## src/rtl/mem_access_unit.sv

```systemverilog
// Memory-stage data access unit: converts MEM-stage load/store control into a req/ack
// bus transaction, with lane steering, load extension, stall generation and fault report.
module mem_access_unit #(
  parameter int unsigned TIMEOUT = 16
) (
  input  logic        clk,
  input  logic        reset,
  input  logic        MemReadMEM,
  input  logic        MemWriteMEM,
  input  logic [1:0]  MemSizeMEM,
  input  logic        MemSignedMEM,
  input  logic [31:0] ALUoutMEM,
  input  logic [31:0] writedataMEM,
  output logic [31:0] memreaddataMEM,
  output logic        memstall,
  output logic        memfault,
  output logic        dbus_req,
  output logic        dbus_we,
  output logic [31:0] dbus_addr,
  output logic [3:0]  dbus_be,
  output logic [31:0] dbus_wdata,
  input  logic [31:0] dbus_rdata,
  input  logic        dbus_ack
);

  localparam int unsigned CntW = (TIMEOUT < 2) ? 1 : $clog2(TIMEOUT + 1);
  localparam logic [CntW-1:0] CntLast = CntW'(TIMEOUT - 1);

  typedef enum logic [1:0] {StIdle, StWait, StDone} state_e;

  state_e          r_state;
  state_e          w_state_nxt;
  logic [CntW-1:0] r_cnt;
  logic [CntW-1:0] w_cnt_nxt;
  logic            r_fault;
  logic            w_fault_nxt;
  logic            r_req;
  logic            w_req_nxt;
  logic            r_we;
  logic [31:0]     r_addr;
  logic [3:0]      r_be;
  logic [31:0]     r_wdata;
  logic [1:0]      r_size;
  logic            r_signed;
  logic [1:0]      r_lane;
  logic [31:0]     r_rdata;
  logic [31:0]     w_rdata_nxt;
  logic            w_latch;
  logic            w_stall;

  logic            w_access;
  logic            w_misalign;
  logic [3:0]      w_be;
  logic [31:0]     w_wdata;
  logic [7:0]      w_byte;
  logic [15:0]     w_half;
  logic [31:0]     w_load;

  assign w_access = MemReadMEM | MemWriteMEM;

  // Size 11 behaves as a word everywhere, so MemSizeMEM[1] alone identifies a word.
  always_comb begin
    w_misalign = 1'b0;
    w_be       = 4'b1111;
    w_wdata    = writedataMEM;
    unique case (MemSizeMEM)
      2'b00: begin
        w_be    = 4'b0001 << ALUoutMEM[1:0];
        w_wdata = {4{writedataMEM[7:0]}};
      end
      2'b01: begin
        w_misalign = ALUoutMEM[0];
        w_be       = ALUoutMEM[1] ? 4'b1100 : 4'b0011;
        w_wdata    = {2{writedataMEM[15:0]}};
      end
      default: begin
        w_misalign = (ALUoutMEM[1:0] != 2'b00);
      end
    endcase
  end

  always_comb begin
    unique case (r_lane)
      2'd0:    w_byte = dbus_rdata[7:0];
      2'd1:    w_byte = dbus_rdata[15:8];
      2'd2:    w_byte = dbus_rdata[23:16];
      default: w_byte = dbus_rdata[31:24];
    endcase
    w_half = r_lane[1] ? dbus_rdata[31:16] : dbus_rdata[15:0];
    unique case (r_size)
      2'b00:   w_load = {{24{r_signed & w_byte[7]}}, w_byte};
      2'b01:   w_load = {{16{r_signed & w_half[15]}}, w_half};
      default: w_load = dbus_rdata;
    endcase
  end

  always_comb begin
    w_state_nxt = r_state;
    w_cnt_nxt   = r_cnt;
    w_fault_nxt = r_fault;
    w_req_nxt   = r_req;
    w_rdata_nxt = r_rdata;
    w_latch     = 1'b0;
    w_stall     = 1'b0;
    unique case (r_state)
      StIdle: begin
        if (w_access) begin
          w_stall   = 1'b1;
          w_cnt_nxt = '0;
          if (w_misalign) begin
            w_fault_nxt = 1'b1;
            w_state_nxt = StDone;
          end else begin
            w_fault_nxt = 1'b0;
            w_latch     = 1'b1;
            w_req_nxt   = 1'b1;
            w_state_nxt = StWait;
          end
        end
      end
      StWait: begin
        w_stall = 1'b1;
        // An ack arriving on the final allowed cycle takes priority over the timeout.
        if (dbus_ack) begin
          if (!r_we) begin
            w_rdata_nxt = w_load;
          end
          w_fault_nxt = 1'b0;
          w_req_nxt   = 1'b0;
          w_state_nxt = StDone;
        end else if (r_cnt == CntLast) begin
          w_rdata_nxt = '0;
          w_fault_nxt = 1'b1;
          w_req_nxt   = 1'b0;
          w_state_nxt = StDone;
        end else begin
          w_cnt_nxt = r_cnt + 1'b1;
        end
      end
      StDone: begin
        w_state_nxt = StIdle;
      end
      default: begin
        w_state_nxt = StIdle;
      end
    endcase
  end

  always_ff @(posedge clk or negedge reset) begin
    if (!reset) begin
      r_state <= StIdle;
      r_cnt   <= '0;
      r_fault <= 1'b0;
      r_req   <= 1'b0;
      r_rdata <= '0;
    end else begin
      r_state <= w_state_nxt;
      r_cnt   <= w_cnt_nxt;
      r_fault <= w_fault_nxt;
      r_req   <= w_req_nxt;
      r_rdata <= w_rdata_nxt;
    end
  end

  // Bus-side attributes only change when a new aligned access is accepted.
  always_ff @(posedge clk or negedge reset) begin
    if (!reset) begin
      r_we     <= 1'b0;
      r_addr   <= '0;
      r_be     <= '0;
      r_wdata  <= '0;
      r_size   <= '0;
      r_signed <= 1'b0;
      r_lane   <= '0;
    end else if (w_latch) begin
      r_we     <= MemWriteMEM;
      r_addr   <= {ALUoutMEM[31:2], 2'b00};
      r_be     <= w_be;
      r_wdata  <= w_wdata;
      r_size   <= MemSizeMEM;
      r_signed <= MemSignedMEM;
      r_lane   <= ALUoutMEM[1:0];
    end
  end

  assign memstall       = w_stall & reset;
  assign memfault       = (r_state == StDone) & r_fault;
  assign memreaddataMEM = r_rdata;
  assign dbus_req       = r_req;
  assign dbus_we        = r_we;
  assign dbus_addr      = r_addr;
  assign dbus_be        = r_be;
  assign dbus_wdata     = r_wdata;

endmodule

```

## config.mk

```make
export PLATFORM = sky130hd
export DESIGN_NAME = mem_access_unit
export DESIGN_NICKNAME = d
export VERILOG_FILES = /design/src/rtl/mem_access_unit.sv
export SDC_FILE = /design/constraint.sdc
export NUM_CORES = 1
export LEC_CHECK = 0
export ABC_AREA = 1
export CORE_ASPECT_RATIO = 1.5
export CORE_MARGIN = 5
export CORE_UTILIZATION = 40
export DETAILED_ROUTE_END_ITERATION = 8
export MAX_ROUTING_LAYER = met4
export PLACE_DENSITY = 0.82
export SLEW_MARGIN = 30
export SYNTH_ARGS = -nofsm -noshare
export SYNTH_HDL_FRONTEND = slang
export SYNTH_SLANG_ARGS = --single-unit
```

## constraint.sdc

```tcl
create_clock -name clk -period 1.5 [get_ports clk]
set_input_delay 0.225 -clock clk [delete_from_list [all_inputs] [get_ports clk]]
set_output_delay 0.225 -clock clk [all_outputs]
set_load 0.01 [all_outputs]
```

Yosys cells after proc, flatten, opt, wreduce, memory -nomap -nowiden:

Index checks and enable logic that the tools add are counted.

* output and inout port bits: 104
* register bits: 113
* input port bits: 104
* logic and storage cells: 78

* shift-type cells: 1
* add/sub/neg operators: 1
* bitwise gates (word level): 5
* multiplexer cells: 34
* reduce and logical (&&, ||, !) cells: 12
* equal/unequal tests: 13

Operators with widths (number)
* $pmux 32 s2: 2
* $mux 32: 3
* $pmux 8 s3: 1
* $mux 16: 1
* $mux 5: 3
* $mux 1: 12
* $ne 2x2->1 const B: 5
* $pmux 5 s2: 1
* $eq 2x1->1 const B: 4
* $logic_not 2->1: 4
* $mux 2: 4
* $pmux 1 s2: 4
* $pmux 4 s2: 1
* $reduce_and 4->1: 2
* $reduce_and 3->1: 2
* $reduce_bool 2->1: 3
* $add 5x1->5 const B: 1
* $eq 5x4->1 const B: 1
* $and 1x1->1: 4
* $eq 2x2->1 const B: 2
* $mux 4: 1
* $pmux 2 s2: 1
* $shl 1x2->4 const A: 1
* $ne 3x3->1 const B: 1
* 2 further kinds: 2

Longest topological paths before layout:

Gate-level depths: netlist (run 1).

* depth after elaboration: 6
* gate-level depth with buffers: 10
* gate-level depth less buffers: 9

Least setup slack after synthesis (run 1):

OpenSTA, ideal clock, no wires.

* path kind: reg2reg
* start point: register r_cnt[0]
* end point: register r_rdata[4] (netlist: memreaddataMEM[4])
* data required time: 1377 ps
* arrival time: 1419 ps
* setup slack: -43 ps
* cell stages (with the launch flop): 11
* period minus slack after synthesis: 1543 ps
* buffers on the path: 1
* setup time: 123 ps
* cells stage by stage: dfrtp_1 -> ha_1 -> nand2_1 -> nor2_1 -> ha_1 -> inv_1 -> o31ai_1 -> inv_2 -> buf_2 -> nand2_1 -> o21ai_1

* word-level cells in the longest chain between the ends: 3

RTL lines
* start: declaration: RTL line 33 `logic [CntW-1:0] r_cnt;`
* start signal: assignment: RTL line 158 `r_cnt <= w_cnt_nxt;`
* $eq 5x4->1: RTL line 131 `end else if (r_cnt == CntLast) begin`
* $reduce_bool 2->1 (no source line)
* $reduce_and 3->1 (no source line)
* end signal: assignment: RTL line 161 `r_rdata <= w_rdata_nxt;`
* end: declaration: RTL line 46 `logic [31:0] r_rdata;`

Every way passes these cells.
A chain may end at the register's enable or synchronous reset.

Worst setup path in the final report (run 1):

* start point: register r_cnt[1]
* end point: register r_rdata[3] (netlist: memreaddataMEM[3])

The elaborated chain is that of the path after synthesis.

==> metrics.md, run 1 <==
| Metric | Value |
|---|---|
| GRT Util Overall | 21.3% |
| Cell Rows | 52 |
| Worst Setup End Kind | flop |
| Max Cap Viol | 0 |
| Grt total ovfl | 0 |
| Fin worst setup slack | -84.2 ps |
| Slew Viols, Final | 0 |
| TritonCTS buffer count | 17 |
| Dpl hpwl | 12.5 mm |
| Post-route ant nets | 0 |
| Ratio of cells with drive above 1 in the final layout | a little over an eighth |
| Final setup viols | 33 |
| Largest net degree at the start of global routing | 114 |
| Max_slew headroom | 59.4% |
| Vias | 5345 |
| Status | complete, but fails checks |
| Data required, critical path | 1770 ps |
| Area Growth Syn to Fin | 58.6% |
| HP Class | input port to flop |
| IO Port Bufs | 205 |
| Yosys warning count | 0 |
| IO Pins | between 200 and 250 |
| Synth area leader | dfrtp_1 |
| Drt drc | 0 |
| CORE AREA | around 13000 um2 |
| Async S/R FF share, synth | 100% |
| Crit Path Max Fanout | 32 |
| Pre-antenna DRT Iters | 4 |
| Pre-CTS setup slack | -251 ps |
| Biggest cell delay along the critical path | 360 ps |
| Crit-path cells | ha_2 > nand2_2 > nor2_4 > ha_4 > inv_4 > o31ai_4 > inv_2 > buf_12 > nand2_1 > o21ai_1 |
| Post-Place Cells | 1079 |
| Clk_skew | 7.24 ps |
| Final Hold Vio Count | 0 |
| Period utilization | 106% |
| Synth cell types | 28 |
| Pwr/cell area | 1910 nW/um2 |
| Tightest Pin Transition | 609 ps |
| Post-synth top area share | 52.6% |
| Initial antenna violation count | 0 |
| Reg2Reg Depth | 10 |
| LEAKAGE | 4.48 nW |
| Clock Latency Late Sink | 400 ps |
| Fill cells | 1129 |
| Fmax | about 630 MHz |
| Final instance area | 8520 um2 |
| Routability Congestion | 0.902 |
| First-pass GRT wire length | around 27 mm |
| Post-Synthesis Cells | 695 |
| Root buf cell | clkbuf_16 |
| Slowest cell on the critical path | dfrtp_1 |
| Vias in the first global route | 5386 |
| Die ar. | 15900 um2 |
| Avg Synthesized Cell Area | approximately 7.7 um2 |
| Die extent in y | 152 um |
| Die Width | 105 um |
| Hold Crit Depth | 3 |
| WL/cell | 15.0 um |
| Seq cells post-synth | 113 |
| Most frequent cell after synthesis | nand2_1 |
| Worst setup path class | flop to flop |
| Post-synth EDFFs | 0 |
| 1st-iter DRT viols | 282 |
| Largest cells by area after synthesis | dfrtp_1, nand2_1, o21ai_0 |
| Area post-placement | 7890 um2 |
| DRT Wirelength | 16.7 mm |
| Post-synth top cells | nand2_1, dfrtp_1, o21ai_0, inv_1, a21oi_1 |
| DR vias/cell | 4.79 |
| Fin Setup TNS | -1870 ps |
| Data arrival, critical path | 1860 ps |
| CTS sink cnt | 113 |
| Post-synthesis cell area | 5370 um2 |
| Initial Util | 40.3% |
| Final worst path period need | 1580 ps |
| CTS H-tree lvls | 4 |
| RSZ-0062 raised after global routing | true |
| Most used DFF post-synth | dfrtp_1 |
| Clock-pin slew of the registers on the worst-case setup and hold paths | 60 ps |
| Nets | 1048 |
| Seq/Total Area, Yosys | 52.6% |
| N_diodes | 0 |
| Max Root-Sink Buffers | 2 |
| Failing checks | setup timing |
| Peak supply drop | 0.00117 V |
| Startpoint types | flop |
| CTS tree | yes |
| Finished Layout Cells | 1117 |
==> cells by family after synthesis <==
| group | Yosys count | share of synthesized area [%] |
|---|---|---|
| adders and majority gates | 2 | 0.466 |
| and+or+nand+nor | 376 | 28.0 |
| AOI/OAI and AO/OA | 120 | 11.6 |
| DFF | 113 | 52.6 |
| buffers and inverters | 83 | 7.22 |
| other | 1 | 0.0698 |
==> area by class of cell <==
class,instances,area [um2],share of cell area [%]
clock buffer,17,425,4.99
clock inverter,15,174,2.04
inverter,48,188,2.20
multi-input combinational,500,2270,26.6
sequential,113,2830,33.2
tap,162,203,2.38
timing repair buffer,262,2430,28.6
==> critical path, delay by kind of cell, from the launching register on <==
family	cells	cell delay, ps
adder cells (fa/ha/maj)	2	340
buffers and inverters	3	270
AND/OR/NAND/NOR	3	260
flip-flops	1	360
AO/OA/AOI/OAI	2	220
==> placed cells by master (no fill, tap or decap), types with 4 or more instances in the layout <==
master	netlist	layout
a21oi_1	35	35
buf_12	0	6
buf_4	9	47
buf_6	3	4
clkbuf_16	0	17
clkdlybuf4s50_1	0	102
dfrtp_1	113	113
dlygate4sd2_1	0	100
inv_1	41	39
inv_2	7	7
inv_6	0	8
nand2_1	295	292
nand3_1	29	28
nor2_1	34	31
o21ai_0	42	37
o21ai_1	34	37
or2_1	5	5
or2_2	5	5
==> power by group <==
part | total, W | internal (W) | switching, W
logic | 0.00701 | 0.00320 | 0.00382
registers | 0.00519 | 0.00440 | 0.000796
clock network | 0.00406 | 0.00250 | 0.00156
==> per-layer routing <==
metal	global-route usage [%]	part of all wire, %
met3	5.01	5.3
met4	9.38	2.9
met2	37.1	53
met1	22.8	39
met5	-	0
==> flip-flops by register name, indices dropped and copies added (netlist names) <==
name,cells
dbus_we,1
dbus_req,1
r_fault,1
r_lane,2
r_cnt,5
dbus_wdata,32
r_size,2
r_state,2
dbus_be,4
memreaddataMEM,32
dbus_addr,30
r_signed,1
==> per-stage QoR <==
step | hold slack (ps) | utilization, % | total power (W)
after floorplan | -70.6 | - | 0.00870
after global placement | 434 | 59.2 | 0.0128
after detailed placement | 438 | 59.2 | 0.0129
after CTS | 333 | 63.1 | 0.0163
after global routing | 347 | 63.9 | 0.0174
final | 352 | 63.9 | 0.0163
==> worst paths after layout <==
kind                            slack [ps]                             to                  startpoint
worst max-delay path                   -80  memreaddataMEM[3]$_DFFE_PN0P_        r_cnt[1]$_DFFE_PN0P_
worst min-delay path                   350      dbus_addr[24]$_DFFE_PN0P_               ALUoutMEM[24]
worst max register to register         -80  memreaddataMEM[3]$_DFFE_PN0P_        r_cnt[1]$_DFFE_PN0P_
worst min register to register         470     dbus_wdata[20]$_DFFE_PN0P_  dbus_wdata[20]$_DFFE_PN0P_
max in group asynchronous              530       dbus_addr[7]$_DFFE_PN0P_                       reset
min in group asynchronous              520     dbus_wdata[30]$_DFFE_PN0P_                       reset
==> timing repair <==
item                                    in CTS  in global routing
hold endpoints to repair                     2                  0
gates resized for setup                    120                 25
endpoints found under the setup margin     142                115
hold buffers                                 1                  0
pin swaps                                    3                  8
setup buffers                                2                  5
No activity file was read; power rests on OpenSTA's default activity.
==> inputs of run 2 (changes only) <==
Settings changed: CORE_MARGIN 5 to 2, CORE_UTILIZATION 40 to 44, MAX_ROUTING_LAYER met4 to default, PLACE_DENSITY 0.82 to 0.85.
Clock period 1.5 ns to 1.8 ns, I/O delays scaled along.
==> run 2 against run 1 <==
Effect of this change:
- the run now ends clean
- cell count decreased by 4.1%
- cell area is 3.0% lower
- hold slack worse by 350 ps
- first-iteration DRC count shrank 8.9%
- count of clock-buffer cells in the layout increased by 4
- clock skew rose by 0.63 ps
- core utilization grew 5.3 points
- wire length is 8.2% lower
- critical path type is now flop to output pin
- largest power group unchanged
==> metrics.md, run 2 (same netlist as run 1, synthesis figures left out) <==
| Metric | Value |
|---|---|
| Power share of the combinational group | 43.2% (about the same) |
| First-pass GRT wire length | 25.1 mm (-6.1%) |
| Vias | 5266 (-1.5%) |
| Dpl hpwl | 11.1 mm (-11%) |
| DR vias/cell | 4.92 (+2.8%) |
| Reg power frac | 31.7% (-0.2 points) |
| Die extent in y | 139 um (-8.3%) |
| Crit-path cells | nand2_1 > inv_2 > o21a_1 > clkdlybuf4s15_1 |
| Largest net degree at the start of global routing | 114 (unchanged) |
| IO Port Bufs | 205 (unchanged) |
| Pre-antenna DRT Iters | 5 (+1) |
| Most frequent cells in the layout | nand2_1, clkdlybuf4s50_1, dfrtp_1 |
| Period utilization | 96.7% |
| Layout Utilization | 69.2% (+5.3 points) |
| Peak supply drop | 0.00101 V (-14%) |
| Sw Ratio | 34.8% (-3.2 points) |
| Reg2Reg Depth | 6 (-4) |
| Data required, critical path | 1530 ps (-240 ps) |
| LEAKAGE | 4.05 nW (-9.7%) |
| CTS H-tree lvls | 4 (unchanged) |
| Ratio of cells with drive above 1 in the final layout | 8.17% (-4.9 points) |
| Final setup viols | 0 (-100%) |
| Vias in the first global route | 5186 (-3.7%) |
| Fill cells | 983 (-13%) |
| Part of the power in the clock network | 25.0% (about the same) |
| WL/cell | 14.3 um (-4.3%) |
| Initial Util | 45.0% (+4.7 points) |
| Die ar. | 13100 um2 (-17%) |
| Switch Pwr | 0.00482 W (-22%) |
| Pwr/cell area | 1670 nW/um2 (-12%) |
| Max Root-Sink Buffers | 2 (unchanged) |
| Fin Setup TNS | 0 ps (+1870 ps) |
| Max Cap Viol | 0 (unchanged) |
| DRT Wirelength | 15.4 mm (-8.2%) |
| Status | complete, no violations |
| Slew Viols, Final | 0 (unchanged) |
| Routability Congestion | 0.961 (+6.5%) |
| Cell internal pwr | 0.00903 W (-11%) |
| Worst setup path class | flop to output pin |
| Cell Rows | 49 (-5.8%) |
| Post-route ant nets | 0 (unchanged) |
| Initial antenna violation count | 0 (unchanged) |
| 1st-iter DRT viols | 257 (-8.9%) |
| Crit Path Max Fanout | 4 (-88%) |
| Root buf cell | clkbuf_16 |
| Fmax | 574 MHz |
| Final Hold Vio Count | 0 (unchanged) |
| Biggest cell delay along the critical path | 400 ps (+40 ps) |
| CP Depth | 4 (-6) |
| Drt drc | 0 (unchanged) |
| Startpoint types | flop |
| GRT Util Overall | 24.3% (+3.0 points) |
| Nets | 1012 (-3.4%) |
| Worst hold margin | 0.222 ps (-352 ps) |
| Post-Place Cells | 1039 (-3.7%) |
| Clock Latency Late Sink | 400 ps (about the same) |
| Worst Setup End Kind | output pin |
| CTS tree | yes |
| Routed length on met2 | 7.82 mm (-11%) |
| RSZ-0062 raised after global routing | true |
| HP Class | input port to asynchronous set/reset pin |
| Data arrival, critical path | 1470 ps (-390 ps) |
| Most common cell after layout, fill and taps aside | nand2_1 |
| Die Width | 94.2 um (-9.9%) |
| R2r setup slk | 140 ps (+220 ps) |
| Max_slew headroom | 60.5% (+1.1 points) |
| N_diodes | 0 (unchanged) |
| Crit path buf inv count | 2 (-1) |
| Slowest cell on the critical path | dfrtp_1 |
| Grt total ovfl | 0 (unchanged) |
| Met3 wire length | 1.18 mm (+34%) |
| Family with the most delay on the worst path | flip-flops |
| Finished Layout Cells | 1071 (-4.1%) |
| Clk_skew | 7.88 ps (+0.630 ps) |
| Final worst path period need | 1740 ps |
| Clock-pin slew of the registers on the worst-case setup and hold paths | 50 ps (about the same) |
| TritonCTS buffer count | 17 (unchanged) |
| Max Used Layer | met4 |
| Power, Total | 0.0138 W (-15%) |
| CTS sink cnt | 113 (unchanged) |
| IO Pins | 208 (unchanged) |
| WL met1 | 5.80 mm (-11%) |
| Tightest Pin Transition | 592 ps (-16.8 ps) |
| CORE AREA | 12000 um2 (-10%) |
| Area Growth Syn to Fin | 53.9% |
[run 2: path summary, 6_finish.rpt]
kind	start	to
setup reg to reg	r_lane[1]$_DFFE_PN0P_	memreaddataMEM[10]$_DFFE_PN0P_
hold / removal	reset	dbus_wdata[30]$_DFFE_PN0P_
max in group asynchronous	reset	dbus_addr[31]$_DFFE_PN0P_
min in group clk	ALUoutMEM[20]	dbus_addr[20]$_DFFE_PN0P_
hold reg to reg	r_state[1]$_DFFE_PN0P_	r_state[1]$_DFFE_PN0P_
setup / recovery	r_state[0]$_DFFE_PN0P_	memstall
[run 2: layer usage]
metal / global-route usage [%] / vias to the layer above
met2: 41.1 / 212
li1: - / 2614
met4: 11.5 / 0
met1: 28.1 / 2405
met3: 6.82 / 35
met5: 0 / -
[run 2: power groups by stage]
stage	clock network, W	registers [W]	logic [W]
finish	0.00347	0.00440	0.00598
global route	0.00365	0.00453	0.00658
CTS	0.00352	0.00440	0.00599
detailed placement	0	0.00439	0.00597
global placement	0	0.00439	0.00583
floorplan	0	0.00476	0.00248
[run 2: area by class of cell]
class	instances	area (um2)	area share [%]
clock inverters	10	160	1.94
clock buffers	21	450	5.45
inverters	48	196	2.38
repair buffers	226	2260	27.3
multi-input cells	500	2190	26.5
flip-flops and latches	113	2830	34.2
well taps	153	191	2.31
[run 2: stage by stage]
stage | setup WS (ps) | area, um2
6_report | 59.3 | 8270
5_1_grt | -34.6 | 8270
4_1_cts | 29.8 | 8230
3_5_place_dp | -53.3 | 7620
3_3_place_gp | -41.2 | 7620
2_1_floorplan | 257 | 5380
[run 2: repair_timing]
action	CTS	global route
setup buffers	1	0
endpoints found under the hold margin	0	0
pin swaps	0	1
resized for setup	2	13
hold buffers	0	0
setup endpoints to repair	2	36
